### config.mk
export PLATFORM = sky130hd
export DESIGN_NAME = multi_sensor_hub
export DESIGN_NICKNAME = d
export VERILOG_FILES = /design/src/rtl/multi_sensor_hub.sv
export SDC_FILE = /design/constraint.sdc
export NUM_CORES = 1
export LEC_CHECK = 0
export CORE_MARGIN = 10
export CORE_UTILIZATION = 48
export CTS_BUF_LIST = sky130_fd_sc_hd__clkbuf_4 sky130_fd_sc_hd__clkbuf_8
export DETAILED_ROUTE_END_ITERATION = 10
export PLACE_DENSITY_LB_ADDON = 0.08
export SLEW_MARGIN = 40
export SYNTH_ARGS = -nofsm -noshare
export SYNTH_HDL_FRONTEND = slang
export SYNTH_SLANG_ARGS = --single-unit
### constraint.sdc
create_clock -name i_Clock -period 2.5 [get_ports i_Clock]
set_clock_uncertainty 0.15 [all_clocks]
set_input_delay 0.5 -clock i_Clock [delete_from_list [all_inputs] [get_ports i_Clock]]
set_output_delay 0.5 -clock i_Clock [all_outputs]
set_load 0.1 [all_outputs]
### src/rtl/multi_sensor_hub.sv
`default_nettype none
// ============================================================================
// Module   : multi_sensor_hub
// Brief    : UART command bridge; routes a 2-byte host frame to one of N_CH
//            sensor channels and returns a 2-byte status/data reply.
// Revision : 1.0 - initial release
// ============================================================================
module multi_sensor_hub #(
    parameter int N_CH           = 4,
    parameter int TIMEOUT_CYCLES = 100000000
) (
    input  logic              i_Clock,
    input  logic              i_Reset,
    input  logic              i_Rx_DV,
    input  logic [7:0]        i_Rx_Byte,
    output logic [N_CH-1:0]   o_En,
    output logic [7:0]        o_request,
    input  logic [N_CH-1:0]   i_Ch_Done,
    input  logic [8*N_CH-1:0] i_Ch_Data,
    output logic              o_Tx_DV,
    output logic [7:0]        o_Tx_Byte,
    input  logic              i_Tx_Done,
    output logic              o_busy
);

    localparam int ADDR_W = (N_CH > 1) ? $clog2(N_CH) : 1;
    localparam int CNT_W  = $clog2(TIMEOUT_CYCLES + 1);

    localparam logic [CNT_W-1:0] C_CNT_LAST = CNT_W'(TIMEOUT_CYCLES - 1);
    localparam logic [CNT_W-1:0] C_CNT_MAX  = CNT_W'(TIMEOUT_CYCLES);
    localparam logic [8:0]       C_N_CH     = 9'(N_CH);
    localparam logic [N_CH-1:0]  C_ONE      = N_CH'(1);
    localparam logic [7:0]       C_ERR_ADDR = 8'hE0;
    localparam logic [7:0]       C_ERR_TMO  = 8'hE1;

    localparam logic [2:0] S_IDLE      = 3'd0;
    localparam logic [2:0] S_WAIT_ADDR = 3'd1;
    localparam logic [2:0] S_WAIT_RESP = 3'd2;
    localparam logic [2:0] S_SEND0     = 3'd3;
    localparam logic [2:0] S_WAIT_TX0  = 3'd4;
    localparam logic [2:0] S_SEND1     = 3'd5;
    localparam logic [2:0] S_WAIT_TX1  = 3'd6;

    logic [2:0]        r_state;
    logic [CNT_W-1:0]  r_cnt;
    logic [7:0]        r_cmd;
    logic [ADDR_W-1:0] r_sel;
    logic [7:0]        r_data;
    logic [N_CH-1:0]   r_en;
    logic [7:0]        r_request;
    logic              r_tx_dv;
    logic [7:0]        r_tx_byte;
    logic              r_busy;

    logic              w_addr_ok;
    logic [N_CH-1:0]   w_onehot;
    logic              w_sel_done;
    logic [7:0]        w_sel_data;
    logic              w_expired;

    assign w_addr_ok  = ({1'b0, i_Rx_Byte} < C_N_CH);
    assign w_onehot   = C_ONE << i_Rx_Byte[ADDR_W-1:0];
    assign w_sel_done = i_Ch_Done[r_sel];
    assign w_sel_data = i_Ch_Data[{r_sel, 3'b000} +: 8];
    assign w_expired  = (r_cnt == C_CNT_LAST);

    always_ff @(posedge i_Clock) begin
        if (i_Reset) begin
            r_state   <= S_IDLE;
            r_cnt     <= '0;
            r_cmd     <= '0;
            r_sel     <= '0;
            r_data    <= '0;
            r_en      <= '0;
            r_request <= '0;
            r_tx_dv   <= 1'b0;
            r_tx_byte <= '0;
            r_busy    <= 1'b0;
        end else begin
            r_tx_dv <= 1'b0;
            // Saturating count; every transition below restarts it from zero.
            if (r_cnt != C_CNT_MAX) begin
                r_cnt <= r_cnt + 1'b1;
            end
            case (r_state)
                S_IDLE: begin
                    if (i_Rx_DV) begin
                        r_cmd   <= i_Rx_Byte;
                        r_cnt   <= '0;
                        r_state <= S_WAIT_ADDR;
                    end
                end
                S_WAIT_ADDR: begin
                    if (i_Rx_DV) begin
                        r_cnt  <= '0;
                        r_busy <= 1'b1;
                        if (w_addr_ok) begin
                            r_sel     <= i_Rx_Byte[ADDR_W-1:0];
                            r_en      <= w_onehot;
                            r_request <= r_cmd;
                            r_state   <= S_WAIT_RESP;
                        end else begin
                            r_data    <= '0;
                            r_tx_byte <= C_ERR_ADDR;
                            r_tx_dv   <= 1'b1;
                            r_state   <= S_SEND0;
                        end
                    end else if (w_expired) begin
                        r_cnt   <= '0;
                        r_state <= S_IDLE;
                    end
                end
                S_WAIT_RESP: begin
                    // A done from the selected channel wins over a coincident timeout.
                    if (w_sel_done || w_expired) begin
                        r_cnt     <= '0;
                        r_en      <= '0;
                        r_request <= '0;
                        r_tx_dv   <= 1'b1;
                        r_state   <= S_SEND0;
                        if (w_sel_done) begin
                            r_data    <= w_sel_data;
                            r_tx_byte <= 8'(r_sel);
                        end else begin
                            r_data    <= '0;
                            r_tx_byte <= C_ERR_TMO;
                        end
                    end
                end
                S_SEND0: begin
                    r_cnt   <= '0;
                    r_state <= S_WAIT_TX0;
                end
                S_WAIT_TX0: begin
                    if (i_Tx_Done) begin
                        r_cnt     <= '0;
                        r_tx_byte <= r_data;
                        r_tx_dv   <= 1'b1;
                        r_state   <= S_SEND1;
                    end
                end
                S_SEND1: begin
                    r_cnt   <= '0;
                    r_state <= S_WAIT_TX1;
                end
                S_WAIT_TX1: begin
                    if (i_Tx_Done) begin
                        r_cnt   <= '0;
                        r_busy  <= 1'b0;
                        r_state <= S_IDLE;
                    end
                end
                default: begin
                    r_cnt   <= '0;
                    r_en    <= '0;
                    r_busy  <= 1'b0;
                    r_state <= S_IDLE;
                end
            endcase
        end
    end

    assign o_En      = r_en;
    assign o_request = r_request;
    assign o_Tx_DV   = r_tx_dv;
    assign o_Tx_Byte = r_tx_byte;
    assign o_busy    = r_busy;

endmodule
`default_nettype wire

==> results of run 1 <==
how the worst max path moves through the flow:
stage / from / end / slack [ns] / cells past startpoint
after global routing: r_cnt[1] / o_Tx_Byte[6] / 0.009 / 7
after CTS: r_cnt[1] / o_Tx_Byte[6] / 0.03 / 7
after floorplan: r_cnt[1] / o_Tx_Byte[0] / 0.08 / 8
after detailed placement: i_Rx_Byte[7] / o_En[2] / -0.25 / 6
final: r_cnt[1] / o_Tx_Byte[6] / 0.12 / 7
after global placement: i_Rx_Byte[7] / o_En[2] / -0.22 / 6
through the flow:
step,total power (uW),worst slack (ns),util,hold WS (ns)
floorplan,1560,0.0763,-,0.286
finish,2960,0.118,0.660,0.305
CTS,2980,0.0316,0.656,0.310
global route,3090,0.00949,0.660,0.334
global placement,1750,-0.217,0.619,0.293
detailed placement,1760,-0.255,0.619,0.295
power groups by stage:
stage	logic, uW	clock network [uW]	registers, uW
floorplan	242	0	1320
global placement	546	0	1210
detailed placement	552	0	1210
CTS	555	1240	1180
global route	601	1290	1190
finish	558	1210	1190
cell type report:
cell class | instances | area (um2) | area share
inverters | 10 | 37.5 | 0.00788
repair buffers | 99 | 898 | 0.189
multi-input cells | 299 | 2030 | 0.426
flip-flops and latches | 70 | 1400 | 0.295
well taps | 99 | 124 | 0.0260
clock inverters | 7 | 145 | 0.0305
clock buffers | 9 | 124 | 0.0260
synth_stat cells (all sizes together), types with 8 or more instances:
library cell	count
o21ai	15
inv	10
a21oi	24
nand4	13
mux4	9
nand3	13
nand2b	30
nor2	48
nand2	37
nand3b	8
clkbuf	15
mux2i	20
xor2	18
dfxtp	70
metal layers:
metal / up-vias / track usage
met2: 61 / 0.262
met1: 1415 / 0.195
met3: 11 / 0.0311
met5: - / 0
met4: 0 / 0.0590
li1: 1581 / -
registers in the layout, indices dropped and copies added, names as in the netlist:
signal     count
r_state        3
r_data         8
o_Tx_Byte      8
o_Tx_DV        1
r_cnt         27
r_sel          2
r_cmd          8
o_request      8
o_En           4
o_busy         1
critical path: cells and delay by family, from the launching register on:
family          cells  cell delay [ns]
compound gates      2             0.60
fa+ha+maj           1             0.17
buf+inv             1             0.17
flops               1             0.36
simple gates        3             0.86
timing repair:
item                       in CTS  in global routing
setup endpoints to repair       0                 15
resized for setup               0                  5
buffers inserted                0                  0
cells by family after synthesis:
logic type | after synthesis
AO/OA/AOI/OAI | 55
XOR/XNOR | 25
adder cells (fa/ha/maj) | 2
buffers and inverters | 31
flip-flops | 70
multiplexers | 31
AND/OR/NAND/NOR | 186
==> impl_metrics.csv, run 1 <==
group,metric,value,unit
outcome,status,"complete, no violations",
cells_and_area,fill_cells,620,
global_routing,grt_antenna_before_repair,0,
cts,clkLatencyLatePin,0.34,ns
cells_and_area,final_cell_mix,"dfxtp_1 (68), buf_4 (49), nor2_1 (48)",
critical_path,rrSetupSlack,0.12,ns
synthesis,synthAdderAreaFrac,0.00708,
critical_path,end_kind,"register",
cts,clock_path_buffers,2,
timing,setup_viol,0,
power,seq_power_share,0.401,
critical_path,arrival,2.49,ns
cts,cts_tree,"yes",
placement,hpwl,6580,um
critical_path,slowest_stage,"or4_4",
power,leakagePower,0.00175,uW
global_routing,grt_first_pass_wirelength,14800,um
power,comb_power_share,0.189,
routing,met3_length,352,um
synthesis,synth_seq_area_share,0.397,
cells_and_area,antennaDiodeCount,0,
global_routing,grt_usage,0.157,
cells_and_area,drive_above_1_share,0.196,
timing,layout_min_cycle_time,2.38,ns
critical_path,crit_fanout,6,
cts,cts.sinks,70,
timing,finalSetupTns,0,ns
synthesis,muxShareOfSynthArea,0.123,
critical_path,path_class,"reg -> reg",
cts,cts_buffers,9,
power,power_density,621,mW/mm2
routing,vias,3068,
timing,fmax,420,MHz
critical_path,worstPathCellList,"ha_1 -> nand3_1 -> or2_4 -> or4_4 -> a211o_4 -> buf_4 -> a211oi_1",
synthesis,async_flop_share,0,
placement,dp.cells,577,
critical_path,r2r_end,"o_Tx_Byte[6]",
die,die_y,106,um
synthesis,synth_xor_area_frac,0.0620,
power,max-vdd-ir-drop,0.348,mV
timing,maxSlewViolCount,0,
run,cap_violations,0,
routing,antenna_left,0,
critical_path,reg2reg_depth,7,
synthesis,synth_top_family_by_area,"simple AND/OR/NAND/NOR gates",
routing,vias_per_cell,5.17,
timing,fin_crit_sh,0.953,
cts,htree_levels,3,
routing,first_iter_violations,103,
power,internal_power,2160,uW
global_routing,grt_max_degree,57,
die,fp.coreArea,0.00721,mm2
routing,first_pass_iters,4,
synthesis,ys_ff_latch,70,
routing,wirelength,8880,um
die,fp.dieW,106,um
die,dieArea,0.0112,mm2
min_path,min_to,"r_cmd[2]",
synthesis,yosysTopAreaCell,"dfxtp_1",
die,row_count,31,
cells_and_area,stdcell_area,0.00476,mm2
global_routing,grt_pass1_vias,3030,
routing,highest_layer,"met4",
routing,met2WireLength,4440,um
synthesis,yosys.cell_types.count,48,
synthesis,netlist_area,0.00353,mm2
synthesis,synthFlopType,"dfxtp_1",
global_routing,overflow,0,
synthesis,synthSimpleGateAreaFrac,0.282,
min_path,min_path_cells,2,
placement,gp_congestion,0.828,
synthesis,synth_fp_nets,450,
timing,rsz0062_at_grt,"false",
routing,drc,0,
synthesis,synth_compound_area_frac,0.0938,
cells_and_area,synthToLayoutAreaGrowth,34.7,%
timing,finalHoldViolCount,0,
cells_and_area,fin_cells,593,
synthesis,yosys-top-cells-area,"dfxtp_1 (40%), mux4_2 (5.7%), mux2i_1 (5.7%)",
placement,placed_cell_area,0.00446,mm2
synthesis,synth-edff-count,0,
cts,clkTransAtPathRegs,0.08,ns
power,p_clk_frac,0.410,
critical_path,critPathLaunchType,"register",
power,p_switching,796,uW
critical_path,worstPathRequired,2.61,ns
synthesis,syn_inst,400,
synthesis,synth_top_area_frac,0.397,
routing,met1_length,3960,um
critical_path,rr_startpoint,"r_cnt[1]",
synthesis,yosys_warnings,0,
placement,port_buffers,69,
min_path,hp-start,"r_cmd[2]",
die,ioPinCount,70,
timing,slew_headroom,0.585,
cells_and_area,final_common_cell,"dfxtp_1",
routing,wl_per_cell,15.0,um
cts,hold_buffers,0,
timing,worst_pin_slew,0.618,ns
critical_path,cp_slowest_stage_delay,0.45,ns
die,start_util,0.490,
cts,clockRootBuffer,"clkbuf_8",
min_path,hold_path.class,"reg -> reg",
cells_and_area,layout.nets,539,
synthesis,syn_avg_cell_area,8.83,um2
power,swShare,0.269,
No activity file was read; power rests on OpenSTA's default activity.
==> run 2: changes to the inputs <==
- CTS_CLUSTER_SIZE: unset -> 14
==> results of run 2 <==
Final layout, timing and power as in run 1 (identical DEF).
